`src/rtl/instr_prefetch_unit.sv`:
```
// Instruction prefetch unit: issues sequential aligned reads (one outstanding at most)
// into a small FIFO of decoded-address entries, with redirect flush and fault halt.
module instr_prefetch_unit #(
    parameter int                ADDR_W   = 32,
    parameter int                INSTR_W  = 64,
    parameter int                DEPTH    = 4,
    parameter logic [ADDR_W-1:0] RESET_IP = '0
) (
    input  logic               i_clk,
    input  logic               i_rst,
    input  logic               i_enable,
    output logic [ADDR_W-1:0]  o_mem_address,
    output logic               o_mem_read,
    input  logic               i_mem_valid,
    input  logic [INSTR_W-1:0] i_mem_data,
    input  logic               i_error_not_present,
    input  logic               i_error_not_user,
    input  logic               i_redirect,
    input  logic [ADDR_W-1:0]  i_redirect_ip,
    output logic               o_instr_valid,
    output logic [INSTR_W-1:0] o_instr,
    output logic [ADDR_W-1:0]  o_instr_ip,
    output logic               o_instr_fault,
    input  logic               i_instr_ready,
    output logic [1:0]         o_state
);

    localparam int STEP  = INSTR_W / 8;
    localparam int PTR_W = (DEPTH > 1) ? $clog2(DEPTH) : 1;
    localparam int CNT_W = PTR_W + 1;

    localparam logic [ADDR_W-1:0] STEP_A     = ADDR_W'(STEP);
    localparam logic [ADDR_W-1:0] ALIGN_MASK = ~(ADDR_W'(STEP - 1));
    localparam logic [ADDR_W-1:0] START_IP   = RESET_IP & ALIGN_MASK;
    localparam logic [CNT_W:0]    DEPTH_C    = (CNT_W + 1)'(DEPTH);

    typedef enum logic [1:0] {
        ST_IDLE    = 2'd0,
        ST_REQ     = 2'd1,
        ST_DISCARD = 2'd2,
        ST_HALT    = 2'd3
    } state_t;

    state_t             state, state_d;
    logic [ADDR_W-1:0]  fetch_ip, fetch_ip_d;
    logic [ADDR_W-1:0]  mem_addr, mem_addr_d;

    logic [INSTR_W-1:0] data_mem  [DEPTH];
    logic [ADDR_W-1:0]  ip_mem    [DEPTH];
    logic               fault_mem [DEPTH];
    logic [PTR_W-1:0]   wr_ptr, rd_ptr;
    logic [CNT_W-1:0]   count;

    logic               push, push_fault, pop, mem_err;
    logic [ADDR_W-1:0]  redirect_aligned, fetch_inc;
    logic [CNT_W:0]     cnt_pop, cnt_push_pop;
    logic               room_idle, room_push;

    // Consumer handshake: the head entry transfers on any edge where
    // o_instr_valid and i_instr_ready are both high; a redirect in that
    // cycle wins and the pop is ignored because the queue is flushed.
    assign o_instr_valid = (count != '0);
    assign o_instr       = o_instr_valid ? data_mem[rd_ptr] : '0;
    assign o_instr_ip    = o_instr_valid ? ip_mem[rd_ptr] : '0;
    assign o_instr_fault = o_instr_valid & fault_mem[rd_ptr];

    assign o_mem_read    = (state == ST_REQ) || (state == ST_DISCARD);
    assign o_mem_address = mem_addr;
    assign o_state       = state;

    assign pop              = o_instr_valid & i_instr_ready & ~i_redirect;
    assign mem_err          = i_error_not_present | i_error_not_user;
    assign redirect_aligned = i_redirect_ip & ALIGN_MASK;
    assign fetch_inc        = fetch_ip + STEP_A;

    // A read may issue only if its result is certain to find a free slot,
    // counting any push and pop that land on the same edge.
    assign cnt_pop      = {1'b0, count} - {{CNT_W{1'b0}}, pop};
    assign cnt_push_pop = cnt_pop + (CNT_W + 1)'(1);
    assign room_idle    = (cnt_pop < DEPTH_C);
    assign room_push    = (cnt_push_pop < DEPTH_C);

    always_comb begin
        state_d    = state;
        fetch_ip_d = fetch_ip;
        mem_addr_d = mem_addr;
        push       = 1'b0;
        push_fault = 1'b0;
        unique case (state)
            ST_IDLE: begin
                if (i_redirect) begin
                    fetch_ip_d = redirect_aligned;
                end else if (i_enable && room_idle) begin
                    mem_addr_d = fetch_ip;
                    state_d    = ST_REQ;
                end
            end
            ST_REQ: begin
                if (i_mem_valid) begin
                    if (i_redirect) begin
                        fetch_ip_d = redirect_aligned;
                        state_d    = ST_IDLE;
                    end else if (mem_err) begin
                        push       = 1'b1;
                        push_fault = 1'b1;
                        state_d    = ST_HALT;
                    end else begin
                        push       = 1'b1;
                        fetch_ip_d = fetch_inc;
                        if (i_enable && room_push) begin
                            mem_addr_d = fetch_inc;
                            state_d    = ST_REQ;
                        end else begin
                            state_d    = ST_IDLE;
                        end
                    end
                end else if (i_redirect) begin
                    fetch_ip_d = redirect_aligned;
                    state_d    = ST_DISCARD;
                end
            end
            ST_DISCARD: begin
                if (i_redirect) begin
                    fetch_ip_d = redirect_aligned;
                end
                if (i_mem_valid) begin
                    state_d = ST_IDLE;
                end
            end
            ST_HALT: begin
                if (i_redirect) begin
                    fetch_ip_d = redirect_aligned;
                    state_d    = ST_IDLE;
                end
            end
            default: begin
                state_d = ST_IDLE;
            end
        endcase
    end

    always_ff @(posedge i_clk or posedge i_rst) begin
        if (i_rst) begin
            state    <= ST_IDLE;
            fetch_ip <= START_IP;
            mem_addr <= START_IP;
        end else begin
            state    <= state_d;
            fetch_ip <= fetch_ip_d;
            mem_addr <= mem_addr_d;
        end
    end

    always_ff @(posedge i_clk or posedge i_rst) begin
        if (i_rst) begin
            wr_ptr <= '0;
            rd_ptr <= '0;
            count  <= '0;
        end else if (i_redirect) begin
            wr_ptr <= '0;
            rd_ptr <= '0;
            count  <= '0;
        end else begin
            if (push) begin
                wr_ptr <= wr_ptr + PTR_W'(1);
            end
            if (pop) begin
                rd_ptr <= rd_ptr + PTR_W'(1);
            end
            case ({push, pop})
                2'b10:   count <= count + CNT_W'(1);
                2'b01:   count <= count - CNT_W'(1);
                default: count <= count;
            endcase
        end
    end

    // Storage needs no reset: entries are only visible while count covers them.
    always_ff @(posedge i_clk) begin
        if (push) begin
            data_mem[wr_ptr]  <= push_fault ? '0 : i_mem_data;
            ip_mem[wr_ptr]    <= fetch_ip;
            fault_mem[wr_ptr] <= push_fault;
        end
    end

endmodule

```
`config.mk`:
```
export PLATFORM = sky130hd
export DESIGN_NAME = instr_prefetch_unit
export DESIGN_NICKNAME = d
export VERILOG_FILES = /design/src/rtl/instr_prefetch_unit.sv
export SDC_FILE = /design/constraint.sdc
export NUM_CORES = 1
export LEC_CHECK = 0
export ABC_CLOCK_PERIOD_IN_PS = 4600
export CAP_MARGIN = 5
export CORE_MARGIN = 3
export CORE_UTILIZATION = 65
export CTS_BUF_LIST = sky130_fd_sc_hd__clkbuf_8
export CTS_CLUSTER_SIZE = 10
export DETAILED_ROUTE_END_ITERATION = 10
export DONT_BUFFER_PORTS = 1
export PLACE_DENSITY_LB_ADDON = 0.25
export SYNTH_ARGS = -nofsm -noshare
export SYNTH_HDL_FRONTEND = slang
export SYNTH_SLANG_ARGS = --single-unit
```
`constraint.sdc`:
```
create_clock -name i_clk -period 4.6 [get_ports i_clk]
set_input_delay 0.69 -clock i_clk [delete_from_list [all_inputs] [get_ports i_clk]]
set_output_delay 0.69 -clock i_clk [all_outputs]
set_load 0.02 [all_outputs]
```
# After elaboration in Yosys (flattened, before gate mapping)
# Memory sizes are Yosys's and may differ from the RTL's.
# Index checks and enable logic that the tools add are counted.
dict set report op_classes {
  add_sub_neg 7
  n_lt_le_gt_ge 2
  n_eq_ne 15
  n_mux 40
  n_bitwise 5
  n_reduce_logical 12
}
# operator n
set op_table {}
lappend op_table {{two-way mux 32 bit} 11}
lappend op_table {{two-way mux 64 bit} 2}
lappend op_table {{one-hot mux 32 bit (2 select lines)} 2}
lappend op_table {{adder 32 x 4 -> 32 bit, second input constant} 1}
lappend op_table {{two-way mux 2 bit} 12}
lappend op_table {{!= test 2 bit, second input constant} 7}
lappend op_table {{two-way mux 1 bit} 10}
lappend op_table {{< comparator 4 x 3 -> 1 bit, second input constant} 2}
lappend op_table {{one-hot mux 2 bit (4 select lines)} 1}
lappend op_table {{AND reduction 7 bit} 1}
lappend op_table {{equality test 2 bit, second input constant} 3}
lappend op_table {{one-hot mux 3 bit (2 select lines)} 1}
lappend op_table {{nonzero test 2 bit} 3}
lappend op_table {{nonzero test 3 bit} 2}
lappend op_table {{AND reduction 5 bit} 1}
lappend op_table {{adder 2 x 1 -> 2 bit, second input constant} 2}
lappend op_table {{adder 4 x 1 -> 4 bit, second input constant} 1}
lappend op_table {{equality test 2 x 1 -> 1 bit, second input constant} 2}
lappend op_table {{!= test 4 bit, second input constant} 1}
lappend op_table {{subtractor 3 x 1 -> 4 bit} 1}
lappend op_table {{adder 3 x 1 -> 3 bit, second input constant} 1}
lappend op_table {{AND 1 bit} 3}
lappend op_table {{two-way mux 3 bit} 1}
lappend op_table {{!= test 3 bit, second input constant} 1}
lappend op_table {{8 further kinds} 9}
dict set report word_totals {
  register_bits 73
  ramBits 388
  input_bits 104
  out_inout_bits 133
  word_cells 90
  n_memories 3
}
# name depth width read_ports rd_ports_with_merged_regs wr line
set mem_list {}
lappend mem_list {data_mem 4 64 1 0 1 48} ;# logic [INSTR_W-1:0] data_mem [DEPTH];
lappend mem_list {ip_mem 4 32 1 0 1 49} ;# logic [ADDR_W-1:0] ip_mem [DEPTH];
lappend mem_list {fault_mem 4 1 1 0 1 50} ;# logic fault_mem [DEPTH];

# Longest topological paths before layout
# Gate-level depths: netlist (run 1).
dict set report depth {
  word_depth 12
  depth_mapped 12
  depth_no_buf 9
}

# Worst setup path before layout (run 1)
# Ideal clock, no wire load.
dict set report synth_path {
  path_kind {input port to flip-flop}
  start {input port i_redirect}
  end {memory data_mem[0][0], enable pin}
  setup_time_ns 0.467
  t_arrival_ns 3.654
  required_time_ns 4.133
  path_slack_ns 0.479
  stages 4
  n_path_buf 2
  cell_sequence {buf_2 -> and3b_1 -> clkbuf_1 -> and2_1}
}
dict set report synth_via {
  elab_chain_cells 5
}
# element line
set synth_rtl {}
lappend synth_rtl {{start, declared} 18} ;# input logic i_redirect,
lappend synth_rtl {{two-way mux 1 bit} 100} ;# if (i_redirect) begin
lappend synth_rtl {{two-way mux 1 bit} 99} ;# if (i_mem_valid) begin
lappend synth_rtl {{two-way mux 1 bit} 89} ;# unique case (state)
lappend synth_rtl {{two-way mux 1 bit} 180} ;# if (push) begin
lappend synth_rtl {{two-way mux 1 bit} 181} ;# data_mem[wr_ptr] <= push_fault ? '0 : i_mem_data;
lappend synth_rtl {{end, declared} 48}
# Every way passes these cells.

# Worst setup path in the final report (run 1)
dict set report layout_path {
  start {register count[2]}
  end {register mem_addr[28] (netlist: o_mem_address[28])}
}
dict set report layout_via {
  elab_chain_cells 9
  elab_cells_between_ends 12
  cone_classes {add/sub: 2; order compare: 2; eq/ne: 2; bitwise: 2; reduce/logical: 4}
}
# element line
set layout_rtl {}
lappend layout_rtl {{start, declared} 52} ;# logic [CNT_W-1:0] count;
lappend layout_rtl {{start signal, assigned} 171} ;# 2'b10: count <= count + CNT_W'(1);
lappend layout_rtl {{start signal, assigned} 172} ;# 2'b01: count <= count - CNT_W'(1);
lappend layout_rtl {{start signal, assigned} 173} ;# default: count <= count;
lappend layout_rtl {{nonzero test 3 bit} 62} ;# assign o_instr_valid = (count != '0);
lappend layout_rtl {{AND 1 bit (2 in series)} 71} ;# assign pop = o_instr_valid & i_instr_ready & ~i_redirect;
lappend layout_rtl {{subtractor 3 x 1 -> 4 bit *} 78} ;# assign cnt_pop = {1'b0, count} - {{CNT_W{1'b0}}, pop};
lappend layout_rtl {{adder 4 x 1 -> 4 bit} 79} ;# assign cnt_push_pop = cnt_pop + (CNT_W + 1)'(1);
lappend layout_rtl {{< comparator 4 x 3 -> 1 bit} 81} ;# assign room_push = (cnt_push_pop < DEPTH_C);
lappend layout_rtl {{logical AND 1 bit} 110} ;# if (i_enable && room_push) begin
lappend layout_rtl {{!= test 2 x 1 -> 1 bit (no line)} --}
lappend layout_rtl {{AND reduction 7 bit (no line) *} --}
lappend layout_rtl {{end signal, assigned} 150} ;# mem_addr <= mem_addr_d;
lappend layout_rtl {{end, declared} 46} ;# logic [ADDR_W-1:0] mem_addr, mem_addr_d;
# Mark *: on every way between the ends. The rest lies on a longest branch, timed or not.
# A chain may end at the register's enable or synchronous reset.

==> results of run 1 <==
==> final timing paths <==
kind | from | endpoint | slack [ps]
max in group asynchronous | i_rst | fetch_ip[0]$_DFFE_PP0P_ | 3390
hold / removal | i_redirect | rd_ptr[0]$_DFFE_PP0P_ | 190
setup / recovery | count[2]$_DFFE_PP0P_ | o_mem_address[28]$_DFFE_PP0P_ | 1040
setup reg to reg | count[2]$_DFFE_PP0P_ | o_mem_address[28]$_DFFE_PP0P_ | 1040
min in group asynchronous | i_rst | o_mem_address[29]$_DFFE_PP0P_ | 260
hold reg to reg | fetch_ip[1]$_DFFE_PP0P_ | ip_mem[1][1]$_DFFE_PP_ | 540
==> logic make-up (layout without fill, tap and decap cells) <==
| group | after synthesis | in the layout | synth area share |
|---|---|---|---|
| multiplexers | 138 | 138 | 0.135 |
| AND/OR/NAND/NOR | 312 | 312 | 0.0960 |
| adder cells (fa/ha/maj) | 13 | 13 | 0.00871 |
| flip-flops | 461 | 461 | 0.690 |
| other | 0 | 1 | 0 |
| XOR/XNOR | 36 | 36 | 0.0161 |
| AO/OA/AOI/OAI | 95 | 95 | 0.0327 |
| buffers and inverters | 94 | 162 | 0.0213 |
==> layout make-up <==
| cell class | instances | area (um2) |
|---|---|---|
| Antenna cell | 1 | 2.50 |
| Clock buffer | 76 | 1050 |
| Clock inverter | 47 | 239 |
| Fill cell | 1829 | 7940 |
| Inverter | 14 | 52.6 |
| Multi-Input combinational cell | 594 | 5660 |
| Sequential cell | 461 | 13500 |
| Tap cell | 384 | 480 |
| Timing Repair Buffer | 25 | 263 |
==> power by group <==
group | switching, mW | internal [mW]
clock | 1.48 | 1.59
combinational | 2.01 | 1.21
sequential | 0.554 | 4.98
total | 4.05 | 7.78
==> metal layers <==
layer | part of all wire | up-vias | GRT usage
met5 | 0.00020 | - | 0
met4 | 0.018 | 2 | 0.0670
met3 | 0.10 | 58 | 0.0891
met2 | 0.48 | 393 | 0.388
met1 | 0.39 | 5192 | 0.340
li1 | - | 4483 | -
==> sequential cells by signal, indices dropped and copies added, names as in the netlist <==
| signal | cells |
|---|---|
| count | 3 |
| data_mem | 256 |
| fault_mem | 4 |
| fetch_ip | 32 |
| ip_mem | 128 |
| o_mem_address | 32 |
| o_state | 2 |
| rd_ptr | 2 |
| wr_ptr | 2 |
==> synthesized netlist by cell type (5+ instances only) <==
cell and count:
mux4_2 97, xor2_1 12, edfxtp_1 388, a22oi_1 9, ha_1 12, buf_2 23, buf_4 7, nand3_1 18
a31oi_1 6, and4_1 5, inv_1 14, nor2_1 19, o22ai_1 11, dfrtp_1 73, nand4_1 15, nor4_1 5
nand2_1 32, mux2_1 28, nor2b_1 5, buf_1 6, clkbuf_1 43, and2_1 172, xnor2_1 24, and3_1 10
mux2i_1 9, nor3_1 11, a21oi_1 22, o21ai_0 17
==> worst reg2reg max path, delay by kind of cell (launching register included) <==
| family | cells | cell delay, ps |
|---|---|---|
| buf+inv | 1 | 320 |
| mux | 1 | 340 |
| compound gates | 3 | 1400 |
| flops | 1 | 480 |
| simple gates | 2 | 470 |
| fa+ha+maj | 2 | 450 |
==> stage by stage <==
stage / utilization / setup slack (ps) / total power [mW] / hold slack [ps]
6_report: 0.728 / 1040 / 11.8 / 191
3_3_place_gp: 0.684 / 1130 / 8.82 / 517
2_1_floorplan: - / 479 / 8.17 / 471
3_5_place_dp: 0.684 / 1040 / 8.90 / 525
4_1_cts: 0.728 / 1020 / 12.0 / 149
5_1_grt: 0.728 / 734 / 12.4 / 154
==> metrics.yaml, run 1 <==
ys_async_sr_fraction: 0.158
min_period_ps: 3560
track_usage: 0.248
synth_edf_count: 388
slowest_delay_ps: 680
antenna_found_initial: 2
postCtsSetupBuffers: 0
hold_class: "primary input to flop"
antenna_left: 0
yosysSeqAreaShare: 0.690
area_delta_synth_final_pct: 8.69
port_buffers: 0
cpMostUsedCell: "ha_1"
relSlewSlack: 0.291
layout.cells.non_filler: 1602
dp_cells: 1478
synth_top_area_share: 0.597
die_area_mm2: 0.0322
slew_violations: 0
critPathTopFamily: "compound AO/OA/AOI/OAI gates"
final_common_cell: "edfxtp_1"
r2r_cells: 9
fp.dieH_um: 179
cellPowerDensity_mw_per_mm2: 557
first_global_vias: 10400
place_hpwl_mm: 24.6
avgSynthCellArea_um2: 17.0
clk_latency_ps: 580
critPathSlowestCell: "o21ai_4"
layout.nets: 1285
drt-total-wl_mm: 39.1
hold_buffers: 0
io_pins: 237
clk_path_buf_depth: 3
drt_iter0_markers: 883
final_cell_mix: "edfxtp_1 (388), and2_1 (168), mux4_2 (97), clkbuf_8 (76), dfrtp_1 (71)"
status: "complete, no violations"
skew_ps: 27.9
arrival_ps: 4020
hold_viol_final: 0
coreArea_mm2: 0.0292
synth_cell_type_count: 61
cts_tree: "yes"
grt_setup_unrepaired: "false"
finalCritPeriodShare: 0.775
timing.setup.tns_ps: 0
crit_required_ps: 5060
syn-cell-area_mm2: 0.0195
root_buffer: "clkbuf_8"
grt_pass1_wl_mm: 60.1
std_cell_rows: 62
syn-num-nets: 1266
cts_sinks: 461
critical_path_class: "flop to flop"
worst-path-max-fanout: 21
cts_resized: 0
maxCapViolations: 0
drc: 0
num_vias: 10100
synth_ff_type: "edfxtp_1"
gr-total-overflow: 0
fmax_mhz: 281
die_w_um: 179
tightestPinTransition_ps: 1060
leakage_nw: 7.15
viasPerCell: 6.32
layout-drive-gt1-share: 0.196
path_clk_slew_ps: 60
start_kind: "flop"
crit_buf_inv: 1
endpoint_kind: "flop"
synthCells: 1149
cp.depth: 9
grt_max_degree: 55
ys_ff_latch: 461
final-setup-viol-count: 0
drt-wirelength-per-cell_um: 24.4
h-tree-depth: 3
synth_area_leaders: "edfxtp_1 (60%), mux4_2 (11%), dfrtp_1 (9.4%)"
hold_path_depth: 1
design_area_mm2: 0.0212
ys_warn_count: 0
gp_congestion: 0.918
synth_area_leader_cell: "edfxtp_1"
ir_worst_vdd_mv: 0.348
dpl_cell_area_mm2: 0.0199
initial_core_util: 0.670
dr.pass1.iters: 5
cts_inserted_buffers: 72
crit_chain: "o31ai_2, nor2_1, ha_1, ha_1, nor4_2, o211ai_1, o21ai_4, buf_4, mux2_2"
Note: power is estimated with default switching activity, not from simulation.
==> run 2: changes to the inputs <==
--- a/config.mk
+++ b/config.mk
@@ -5,10 +5,10 @@
 export SDC_FILE = /design/constraint.sdc
 export NUM_CORES = 1
 export LEC_CHECK = 0
-export ABC_CLOCK_PERIOD_IN_PS = 4600
+export ABC_CLOCK_PERIOD_IN_PS = 3100
 export CAP_MARGIN = 5
 export CORE_MARGIN = 3
-export CORE_UTILIZATION = 65
+export CORE_UTILIZATION = 60
 export CTS_BUF_LIST = sky130_fd_sc_hd__clkbuf_8
 export CTS_CLUSTER_SIZE = 10
 export DETAILED_ROUTE_END_ITERATION = 10
==> constraint.sdc (replaced) <==
create_clock -name i_clk -period 3.1 [get_ports i_clk]
set_input_delay 0.465 -clock i_clk [delete_from_list [all_inputs] [get_ports i_clk]]
set_output_delay 0.465 -clock i_clk [all_outputs]
set_load 0.02 [all_outputs]
==> metrics.yaml, run 2 (same netlist as run 1, synthesis figures left out) <==
final_core_util: 0.684
dp_cells: 1544
start_kind: "flop"
die_w_um: 186
clk_path_buf_depth: 3
num_vias: 10300
hold_viol_final: 0
worst-path-max-fanout: 43
crit_required_ps: 2630
r2r-start: "count[2]$_DFFE_PP0P_"
std_cell_rows: 65
layout-drive-gt1-share: 0.208
final-setup-viol-count: 0
grt_pass1_wl_mm: 62.8
root_buffer: "clkbuf_8"
slew_violations: 0
hold_path_depth: 2
clk_latency_ps: 590
postCtsSetupBuffers: 0
crit_chain: "buf_12, mux4_2, and2_1"
drc: 0
drt-wirelength-per-cell_um: 23.6
crit_buf_inv: 1
finalCritPeriodShare: 0.904
worstReg2RegEnd: "o_mem_address[2]$_DFFE_PP0P_"
arrival_ps: 2340
antenna_left: 0
p_total_mw: 18.0
antenna_found_initial: 1
area_delta_synth_final_pct: 11.4
initial_core_util: 0.614
dpl_cell_area_mm2: 0.0203
gr-total-overflow: 0
status: "complete, no violations"
port_buffers: 0
die_area_mm2: 0.0347
hold_class: "primary input to flop"
endpoint_kind: "output pin"
cts_tree: "yes"
critPathTopFamily: "multiplexers"
timing.setup.tns_ps: 0
endpoint: "o_instr[48]"
h-tree-depth: 3
design_area_mm2: 0.0218
r2r_slack_ps: 350
layout.cells.non_filler: 1693
coreArea_mm2: 0.0318
slowest_delay_ps: 570
grt_setup_unrepaired: "false"
io_pins: 237
regMostFlops: "data_mem"
gp_congestion: 0.893
critPathSlowestCell: "mux4_2"
final_common_cell: "edfxtp_1"
cp-startpoint: "rd_ptr[0]$_DFFE_PP0P_"
cp.depth: 3
tightestPinTransition_ps: 619
maxCapViolations: 0
cellPowerDensity_mw_per_mm2: 826
drt_iter0_markers: 797
dr.pass1.iters: 5
min_period_ps: 2800
largest_reg_flops: 256
place_hpwl_mm: 25.3
drt-total-wl_mm: 39.9
grt_max_degree: 51
biggestRegsByFlops: "data_mem: 256 flops, ip_mem: 128 flops"
final_cell_mix: "edfxtp_1 (388), and2_1 (168), mux4_2 (97), clkbuf_8 (78), dfrtp_1 (71)"
viasPerCell: 6.11
fp.dieH_um: 186
first_global_vias: 10700
path_clk_slew_ps: 60
fmax_mhz: 357
hold_buffers: 8
cts_sinks: 461
leakage_nw: 7.36
r2r_cells: 9
ir_worst_vdd_mv: 0.550
critical_path_class: "flop to output pin"
track_usage: 0.232
relSlewSlack: 0.584
layout.nets: 1311
skew_ps: 33.9
cts_resized: 0
cts_inserted_buffers: 75
[run 2: cell types whose count changed in the layout (fill, tap and decap cells not counted), sizes merged]
| cell | previous run | this run |
|---|---|---|
| buf | 25 | 41 |
| clkbuf | 76 | 78 |
| clkinv | 15 | 28 |
| clkinvlp | 1 | 0 |
| diode | 1 | 3 |
| dlygate4sd3 | 0 | 7 |
| inv | 44 | 45 |
[run 2: final cells by class]
class                      count  area, um2
sequential                   461      13500
fill                        2040      10000
multi-input combinational    594       5660
clock buffer                  78       1070
timing repair buffer          48        628
tap                          435        544
clock inverter                60        310
inverter                      14       52.6
antenna                        3       7.51
[run 2: layer usage]
| layer | track usage | up-vias | wire length, um |
|---|---|---|---|
| li1 | - | 4556 | - |
| met1 | 0.319 | 5291 | 16300 |
| met2 | 0.363 | 402 | 19000 |
| met3 | 0.0689 | 93 | 3480 |
| met4 | 0.0817 | 0 | 1170 |
| met5 | 0 | - | 0 |
[run 2: worst min path at each step]
stage	from	end	slack (ps)
final	i_redirect_ip[10]	fetch_ip[10]$_DFFE_PP0P_	40
after global routing	i_redirect_ip[5]	fetch_ip[5]$_DFFE_PP0P_	10
after global placement	i_rst	o_state[1]$_DFFE_PP0P_	360
after floorplan	fetch_ip[10]$_DFFE_PP0P_	ip_mem[0][10]$_DFFE_PP_	470
after CTS	i_redirect	fetch_ip[10]$_DFFE_PP0P_	2
after detailed placement	i_rst	o_state[1]$_DFFE_PP0P_	370
[run 2: through the flow]
step           hold slack [ps]  setup slack, ps
2_1_floorplan              471              101
3_3_place_gp               361              415
3_5_place_dp               365              362
4_1_cts                   2.24              217
5_1_grt                   12.3              152
6_report                  41.1              296
[run 2: worst reg2reg max path: stages (launching register included)]
cell,delay [ps]
dfrtp_1,480
o31ai_2,310
nor2_1,70
ha_1,190
ha_1,240
nor4_2,360
o211ai_1,190
o21ai_4,180
buf_12,230
mux2_2,390
[run 2: power by group]
part	internal, mW	switching, mW
Combinational	1.93	3.11
Clock	2.45	2.34
Sequential	7.39	0.751
Total	11.8	6.20
